[config.mk]
export PLATFORM = sky130hd
export DESIGN_NAME = axi4l_dpramx32_flat
export DESIGN_NICKNAME = d
export VERILOG_FILES = /design/src/rtl/axi4l_pkg.sv /design/src/rtl/axi4l_if.sv /design/src/rtl/axi4l_dpramx32_ram.sv /design/src/rtl/axi4l_dpramx32.sv /design/src/flat_wrapper.sv
export SDC_FILE = /design/constraint.sdc
export NUM_CORES = 1
export LEC_CHECK = 0
export BUFFER_PORTS_ARGS = -buffer_cell sky130_fd_sc_hd__buf_2
export CORE_MARGIN = 2
export CORE_UTILIZATION = 38
export DETAILED_ROUTE_END_ITERATION = 7
export HOLD_SLACK_MARGIN = 0.08
export PLACE_DENSITY = 0.68
export SYNTH_ARGS = -nofsm -noshare
export SYNTH_HDL_FRONTEND = slang
export SYNTH_SLANG_ARGS = --single-unit
[constraint.sdc]
create_clock -name aclk -period 3.95 [get_ports aclk]
set_input_delay 0.1975 -clock aclk [delete_from_list [all_inputs] [get_ports aclk]]
set_output_delay 0.1975 -clock aclk [all_outputs]
set_load 0.01 [all_outputs]
[src/rtl/axi4l_pkg.sv]
// AXI4-Lite shared types: address/data/strobe/prot vectors and response codes.
// Latency: none (types only).
// Backpressure: not applicable.
package axi4l_pkg;

    typedef logic [31:0] addr_t;
    typedef logic [31:0] data_t;
    typedef logic [3:0]  strb_t;
    typedef logic [2:0]  prot_t;

    typedef enum logic [1:0] {
        OKAY   = 2'b00,
        EXOKAY = 2'b01,
        SLVERR = 2'b10,
        DECERR = 2'b11
    } resp_t;

endpackage

[src/rtl/axi4l_if.sv]
// AXI4-Lite channel bundle (AW/W/B/AR/R) with master and slave views.
// Latency: none (wires only).
// Backpressure: plain valid/ready on every channel.
interface axi4l_if;
    import axi4l_pkg::*;

    logic  awvalid;
    logic  awready;
    addr_t awaddr;
    prot_t awprot;

    logic  wvalid;
    logic  wready;
    data_t wdata;
    strb_t wstrb;

    logic  bvalid;
    logic  bready;
    resp_t bresp;

    logic  arvalid;
    logic  arready;
    addr_t araddr;
    prot_t arprot;

    logic  rvalid;
    logic  rready;
    data_t rdata;
    resp_t rresp;

    modport master (
        output awvalid, awaddr, awprot, wvalid, wdata, wstrb, bready,
        output arvalid, araddr, arprot, rready,
        input  awready, wready, bvalid, bresp, arready, rvalid, rdata, rresp
    );

    modport slave (
        input  awvalid, awaddr, awprot, wvalid, wdata, wstrb, bready,
        input  arvalid, araddr, arprot, rready,
        output awready, wready, bvalid, bresp, arready, rvalid, rdata, rresp
    );

endinterface

[src/rtl/axi4l_dpramx32_ram.sv]
// Simple dual-port 32-bit RAM, byte-enable write port, registered read port, no reset.
// Latency: write lands at the edge; read data valid one edge after re.
// Backpressure: none; read register holds its value while re is low.
module dpram_be32 #(
    parameter int aw = 2
) (
    input  logic          clk,
    input  logic          we,
    input  logic [aw-1:0] waddr,
    input  logic [31:0]   wdata,
    input  logic [3:0]    wstrb,
    input  logic          re,
    input  logic [aw-1:0] raddr,
    output logic [31:0]   rdata
);

    logic [31:0] mem [0:(1<<aw)-1];

    // Byte-lane write; untouched lanes keep their contents.
    always_ff @(posedge clk) begin
        if (we) begin
            for (int i = 0; i < 4; i++) begin
                if (wstrb[i]) mem[waddr][8*i +: 8] <= wdata[8*i +: 8];
            end
        end
    end

    // Registered read; sampling before the write lands gives read-first on collision.
    always_ff @(posedge clk) begin
        if (re) rdata <= mem[raddr];
    end

endmodule

[src/rtl/axi4l_dpramx32.sv]
// AXI4-Lite slave RAM: independent write (AW/W/B) and read (AR/R) ports onto a dual-port RAM.
// Latency: AW+W -> bvalid 2 cycles; AR -> rvalid 2 cycles.
// Backpressure: one address/data slot per channel; commits stall while the response is unaccepted.
module axi4l_dpramx32
    import axi4l_pkg::*;
#(
    parameter int size = 'h10
) (
    input  logic    aclk,
    input  logic    areset,
    axi4l_if.slave  bus
);

    localparam int ram_aw = $clog2(size) - 2;

    logic              aw_full;
    logic              w_full;
    logic              ar_full;
    logic              bvalid_q;
    logic              rvalid_q;
    logic              rd_seen;
    logic [ram_aw-1:0] waddr_q;
    logic [ram_aw-1:0] raddr_q;
    data_t             wdata_q;
    strb_t             wstrb_q;
    data_t             ram_q;
    logic              write_enable;
    logic              read_enable;
    logic              unused;

    // Address bits outside the word index and the prot fields carry no meaning here.
    assign unused = ^{bus.awprot, bus.arprot,
                      bus.awaddr[31:ram_aw+2], bus.awaddr[1:0],
                      bus.araddr[31:ram_aw+2], bus.araddr[1:0]};

    // Handshake readies and commit enables.
    always_comb begin
        bus.awready  = !aw_full;
        bus.wready   = !w_full;
        bus.arready  = !ar_full;
        write_enable = aw_full && w_full && (!bvalid_q || bus.bready);
        read_enable  = ar_full && (!rvalid_q || bus.rready);
    end

    assign bus.bvalid = bvalid_q;
    assign bus.rvalid = rvalid_q;
    assign bus.bresp  = OKAY;
    assign bus.rresp  = OKAY;
    // RAM output register is not reset, so show zero until the first read after reset.
    assign bus.rdata  = rd_seen ? ram_q : '0;

    // Write path: capture AW and W independently, commit once both are held.
    always_ff @(posedge aclk or posedge areset) begin
        if (areset) begin
            aw_full  <= 1'b0;
            w_full   <= 1'b0;
            bvalid_q <= 1'b0;
            waddr_q  <= '0;
            wdata_q  <= '0;
            wstrb_q  <= '0;
        end else begin
            if (bus.awvalid && !aw_full) begin
                aw_full <= 1'b1;
                waddr_q <= bus.awaddr[ram_aw+1:2];
            end
            if (bus.wvalid && !w_full) begin
                w_full  <= 1'b1;
                wdata_q <= bus.wdata;
                wstrb_q <= bus.wstrb;
            end
            if (write_enable) begin
                aw_full <= 1'b0;
                w_full  <= 1'b0;
            end
            if (write_enable)     bvalid_q <= 1'b1;
            else if (bus.bready)  bvalid_q <= 1'b0;
        end
    end

    // Read path: capture AR, issue the RAM read when the R slot is free.
    always_ff @(posedge aclk or posedge areset) begin
        if (areset) begin
            ar_full  <= 1'b0;
            rvalid_q <= 1'b0;
            rd_seen  <= 1'b0;
            raddr_q  <= '0;
        end else begin
            if (bus.arvalid && !ar_full) begin
                ar_full <= 1'b1;
                raddr_q <= bus.araddr[ram_aw+1:2];
            end
            if (read_enable) begin
                ar_full <= 1'b0;
                rd_seen <= 1'b1;
            end
            if (read_enable)      rvalid_q <= 1'b1;
            else if (bus.rready)  rvalid_q <= 1'b0;
        end
    end

    dpram_be32 #(.aw(ram_aw)) u_ram (
        .clk   (aclk),
        .we    (write_enable),
        .waddr (waddr_q),
        .wdata (wdata_q),
        .wstrb (wstrb_q),
        .re    (read_enable),
        .raddr (raddr_q),
        .rdata (ram_q)
    );

endmodule

[src/flat_wrapper.sv]
// flat-port wrapper written by rule: the top's interface ports become plain ports
module axi4l_dpramx32_flat import axi4l_pkg::*;
#(
    parameter int size = 'h10
)
  (aclk, areset, bus_awvalid, bus_awaddr, bus_awprot, bus_wvalid, bus_wdata, bus_wstrb, bus_bready, bus_arvalid, bus_araddr, bus_arprot, bus_rready, bus_awready, bus_wready, bus_bvalid, bus_bresp, bus_arready, bus_rvalid, bus_rdata, bus_rresp);
  axi4l_if bus_i ();
  input  logic aclk;
  input  logic areset;
  input wire logic [$bits(bus_i.awvalid)-1:0] bus_awvalid;
  input wire logic [$bits(bus_i.awaddr)-1:0] bus_awaddr;
  input wire logic [$bits(bus_i.awprot)-1:0] bus_awprot;
  input wire logic [$bits(bus_i.wvalid)-1:0] bus_wvalid;
  input wire logic [$bits(bus_i.wdata)-1:0] bus_wdata;
  input wire logic [$bits(bus_i.wstrb)-1:0] bus_wstrb;
  input wire logic [$bits(bus_i.bready)-1:0] bus_bready;
  input wire logic [$bits(bus_i.arvalid)-1:0] bus_arvalid;
  input wire logic [$bits(bus_i.araddr)-1:0] bus_araddr;
  input wire logic [$bits(bus_i.arprot)-1:0] bus_arprot;
  input wire logic [$bits(bus_i.rready)-1:0] bus_rready;
  output wire logic [$bits(bus_i.awready)-1:0] bus_awready;
  output wire logic [$bits(bus_i.wready)-1:0] bus_wready;
  output wire logic [$bits(bus_i.bvalid)-1:0] bus_bvalid;
  output wire logic [$bits(bus_i.bresp)-1:0] bus_bresp;
  output wire logic [$bits(bus_i.arready)-1:0] bus_arready;
  output wire logic [$bits(bus_i.rvalid)-1:0] bus_rvalid;
  output wire logic [$bits(bus_i.rdata)-1:0] bus_rdata;
  output wire logic [$bits(bus_i.rresp)-1:0] bus_rresp;
  assign bus_i.awvalid = bus_awvalid;
  assign bus_i.awaddr = bus_awaddr;
  assign bus_i.awprot = bus_awprot;
  assign bus_i.wvalid = bus_wvalid;
  assign bus_i.wdata = bus_wdata;
  assign bus_i.wstrb = bus_wstrb;
  assign bus_i.bready = bus_bready;
  assign bus_i.arvalid = bus_arvalid;
  assign bus_i.araddr = bus_araddr;
  assign bus_i.arprot = bus_arprot;
  assign bus_i.rready = bus_rready;
  assign bus_awready = bus_i.awready;
  assign bus_wready = bus_i.wready;
  assign bus_bvalid = bus_i.bvalid;
  assign bus_bresp = bus_i.bresp;
  assign bus_arready = bus_i.arready;
  assign bus_rvalid = bus_i.rvalid;
  assign bus_rdata = bus_i.rdata;
  assign bus_rresp = bus_i.rresp;
  axi4l_dpramx32 #(.size(size)) u_core (.aclk(aclk), .areset(areset), .bus(bus_i));
endmodule
**After elaboration in Yosys (flattened, before gate mapping)**

Memories as Yosys holds them, arrays and structs flattened. A register that Yosys moved wholly into a read port is not among the register bits.
Cells that the tools add are included.
W data, S select, Z words.

- Register bits: 46
- Output and inout bits: 41
- Memories kept: 1
- Bits in writable memories: 128

- Muxes and demuxes: 23
- Reductions and logical operators: 18

Memories:

| name | words | width | read ports | clocked after Yosys merged registers in | write ports | RTL line | RTL |
|---|---|---|---|---|---|---|---|
| u_core.u_ram.mem | 4 | 32 | 1 | 1 | 1 | axi4l_dpramx32_ram.sv:17 | `logic [31:0] mem [0:(1<<aw)-1];` |

Operators with widths:

| kind | count |
|---|---|
| $mux W32 | 1 |
| $mux W1 | 22 |
| $reduce_bool A2 Y1 | 5 |
| $logic_and A1 B1 Y1 | 6 |
| $logic_not A1 Y1 | 5 |
| $logic_or A1 B1 Y1 | 2 |

**Logic depth before layout (Yosys ltp)**

- Word-level depth: 5
- Depth in mapped cells: 4
- Gate-level depth less buffers: 2

**By module**

A second synthesis with hierarchy kept.

- Cells, all modules: 367
- Area total of the unflattened synthesis: 7920.1 um^2

Modules (own cells, without submodules):

| module | instances | cells an instance | area each (um^2) |
|---|---|---|---|
| dpram_be32 | 1 | 218 | 5785.5 |
| axi4l_dpramx32 | 1 | 149 | 2134.5 |

**Worst setup path after synthesis**

No wires, ideal clock.

- Kind: register to register
- From: register u_core.bvalid_q (netlist: u_core.bus.bvalid)
- To: memory u_core.u_ram.mem[1][24], enable pin
- Setup time: 0.398 ns
- Period minus slack after synthesis: 2.213 ns
- Setup slack: 1.737 ns
- Arrival time: 1.815 ns
- Stages on the path, launching flop included: 5
- Buffers on the path: 2
- Required time: 3.552 ns
- Path through: dfrtp_1 > nor2b_1 > buf_2 > buf_6 > nor4b_1

- Longest elaborated chain between the ends: 5

RTL lines:

| item | RTL line | RTL |
|---|---|---|
| start: declaration | axi4l_dpramx32.sv:19 | `logic bvalid_q;` |
| start signal: assignment | axi4l_dpramx32.sv:57 | `bvalid_q <= 1'b0;` |
| start signal: assignment | axi4l_dpramx32.sv:75 | `if (write_enable) bvalid_q <= 1'b1;` |
| start signal: assignment | axi4l_dpramx32.sv:76 | `else if (bus.bready) bvalid_q <= 1'b0;` |
| $logic_not A1 Y1 | axi4l_dpramx32.sv:41 | `write_enable = aw_full && w_full && (!bvalid_q \|\| bus.bready);` |
| $logic_or A1 B1 Y1 | axi4l_dpramx32.sv:41 |  |
| $logic_and A1 B1 Y1 | axi4l_dpramx32.sv:41 |  |
| $mux W1 | axi4l_dpramx32_ram.sv:21 | `if (we) begin` |
| $mux W1 (not written as such) | axi4l_dpramx32_ram.sv:23 | `if (wstrb[i]) mem[waddr][8*i +: 8] <= wdata[8*i +: 8];` |
| end: declaration | axi4l_dpramx32_ram.sv:17 |  |

No other way between the ends.

**Final worst setup path**

- From: register u_core.w_full
- To: memory u_core.u_ram.mem[0][7], enable pin

- Longest elaborated chain between the ends: 4

RTL lines:

| item | RTL line | RTL |
|---|---|---|
| start: declaration | axi4l_dpramx32.sv:17 | `logic w_full;` |
| start signal: assignment | axi4l_dpramx32.sv:56 | `w_full <= 1'b0;` |
| start signal: assignment | axi4l_dpramx32.sv:67 | `w_full <= 1'b1;` |
| start signal: assignment | axi4l_dpramx32.sv:73 | `w_full <= 1'b0;` |
| $logic_and A1 B1 Y1 (2 in a row) | axi4l_dpramx32.sv:41 |  |
| $mux W1 | axi4l_dpramx32_ram.sv:21 |  |
| $mux W1 (not written as such) | axi4l_dpramx32_ram.sv:23 |  |

No other way between the ends.

==> results_dict.tcl <==
set metrics [dict create \
    status "complete, no violations" \
    drive_gt1_frac 0.395 \
    first_global_vias 3957 \
    placed_cells 709 \
    hold_violations 0 \
    clockBufferDepth 3 \
    synth_cells 371 \
    final_cell_mix "160 x edfxtp_1, 83 x buf_2, 46 x dlygate4sd3_1" \
    synth-seq-cells 206 \
    cts-root-buf "clkbuf_16" \
    pwr-share-clk 0.258 \
    yosysWarningCount 0 \
    yosysTopAreaCellShare 0.615 \
    io_buffer_count 83 \
    period_needed_ps 2290 \
    fin_area_um2 9620 \
    drc_errors 0 \
    num_vias 3758 \
    track_usage 0.129 \
    routed_wl_um 13800 \
    drv_slew 0 \
    syn-cell-area_um2 7810 \
    setup_slack_ps 1660 \
    clk_pin_slew_worst_paths_ps 60 \
    ant_nets 0 \
    area_growth_pct 23.2 \
    die_w_um 147 \
    p_comb_frac 0.222 \
    rrSetupSlack_ps 1660 \
    cts_tree "built" \
    vias_per_cell 4.75 \
    instances_no_fill 791 \
    grt_setup_unrepaired "false" \
    grt_max_degree 47 \
    synth_area_leader_cell "edfxtp_1" \
    hpwl_um 8710 \
    cp-start-kind "register" \
    worstPathMaxFanout 19 \
    crit_type "register to register" \
    drt_iter0_markers 260 \
    grt_overflow 0 \
    p_sw_mw 1.91 \
    synth.area.top_cells "edfxtp_1 61%, dfrtp_1 15%, mux4_2 8.4%" \
    peakVddDrop_uv 366 \
    clkSinkCount 206 \
    cts_buffers 20 \
    gp_congestion 0.650 \
    fmax_ghz 0.436 \
    tightest_slew_ps 1240 \
    start_util 0.386 \
    ios 154 \
    drv_cap 0 \
    hp-class "primary input to register" \
    cp.required_ps 4040 \
    final_common_cell "edfxtp_1" \
    synth.avg_cell_area_um2 21.1 \
    first_pass_iters 4 \
    dpl_cell_area_um2 8520 \
    cts_hold_buf 46 \
    coreArea_um2 20200 \
    seqPwrFrac 0.520 \
    fin_tns_setup_ps 0 \
    finalSetupViolCount 0 \
    dpl_worst_slack_ps 1640 \
    finalCritPeriodShare 0.581 \
    skew_ps 8.74 \
    internal_power_mw 5.16 \
    critPathCaptureType "register" \
    diodes 0 \
    htree_levels 1 \
    cts_setup_buffers 0 \
    slew_headroom 0.167 \
    ys_seq_area_frac 0.762 \
    nets 620 \
    p_leak_nw 3.41 \
    wl_per_cell_um 17.5 \
    arrival_ps 2390 \
    final_util 0.476 \
    rows 52 \
    grt_pass1_wl_um 21400 \
    antenna_found_initial 0 \
    pwr_density_cell_nw_per_um2 734 \
    dieArea_um2 21700 \
    synth.distinct_cells 24 \
    die_h_um 147 \
    cts_resized 0 \
    swShare 0.270 \
    worstSkewPairLatency_ps 480 \
]
[state kept, by name, indices dropped and copies added, names as in the netlist]
name / flops
u_core.bus.bvalid: 1
u_core.ar_full: 1
u_core.u_ram.rdata: 32
u_core.aw_full: 1
u_core.rd_seen: 1
u_core.u_ram.mem: 128
u_core.wstrb_q: 4
u_core.raddr_q: 2
u_core.bus.rvalid: 1
u_core.waddr_q: 2
u_core.wdata_q: 32
u_core.w_full: 1
[logic make-up (layout without fill, tap and decap cells)]
family          after synthesis  after routing  synth area share
flops                       206            206             0.762
mux                          72             72             0.152
simple gates                 62             62            0.0538
buf+inv                      26            173            0.0272
compound gates                4              4           0.00384
other cells                   1              4          0.000480
[power by group through the flow]
stage / registers (mW) / clock network, mW / logic, mW
final: 3.67 / 1.82 / 1.57
after global routing: 3.77 / 1.95 / 1.69
after CTS: 3.69 / 1.87 / 1.61
after detailed placement: 3.74 / 0 / 1.56
after global placement: 3.67 / 0 / 1.52
after floorplan: 3.47 / 0 / 1.29
[critical path, cell delays in order (launching register included)]
cell and delay, ps:
dfrtp_1 450, nand2_2 370, nor4b_2 1090
[worst paths after layout]
kind,startpoint,depth (start not counted),endpoint
hold reg to reg,u_core.wdata_q[5],0,u_core.u_ram.mem[2][5]
hold / removal,bus_bready,3,u_core.bus.bvalid
max in group asynchronous,areset,4,u_core.raddr_q[0]
min in group asynchronous,areset,4,u_core.wdata_q[18]
setup / recovery,u_core.w_full,2,u_core.u_ram.mem[0][7]
setup reg to reg,u_core.w_full,2,u_core.u_ram.mem[0][7]
[routing by layer]
metal  part of all wire  GRT usage
met4              0.014     0.0332
met3              0.067     0.0275
met1               0.41      0.161
met5                  0          0
met2               0.51      0.229
[synthesized netlist by cell type]
| master | instances |
|---|---|
| mux4_1 | 3 |
| a21o_1 | 1 |
| dfrtp_1 | 46 |
| edfxtp_1 | 160 |
| or2_2 | 1 |
| clkbuf_1 | 4 |
| buf_2 | 5 |
| nor4b_1 | 16 |
| mux4_2 | 29 |
| buf_4 | 4 |
| buf_6 | 6 |
| nand2_1 | 2 |
| and2_1 | 33 |
| nor2_1 | 1 |
| buf_12 | 3 |
| nand2_2 | 1 |
| nor2b_1 | 4 |
| a21oi_1 | 1 |
| conb_1 | 1 |
| mux2_2 | 38 |
| o22a_1 | 2 |
| inv_1 | 4 |
| nand2b_1 | 4 |
| mux2_4 | 2 |
[metrics by stage]
step	power [mW]	hold slack, ps
after CTS	7.18	246
after floorplan	4.76	334
after global placement	5.20	420
final	7.07	278
after detailed placement	5.30	432
after global routing	7.42	306
[final cells by class]
| class | count | area (um2) |
|---|---|---|
| Fill cell | 1684 | 10600 |
| Timing Repair Buffer | 133 | 906 |
| Tap cell | 270 | 338 |
| Clock buffer | 34 | 634 |
| Inverter | 4 | 15.0 |
| Sequential cell | 206 | 5960 |
| Multi-Input combinational cell | 142 | 1770 |
| Clock inverter | 2 | 8.76 |
Power figures use the tool's default switching activity.
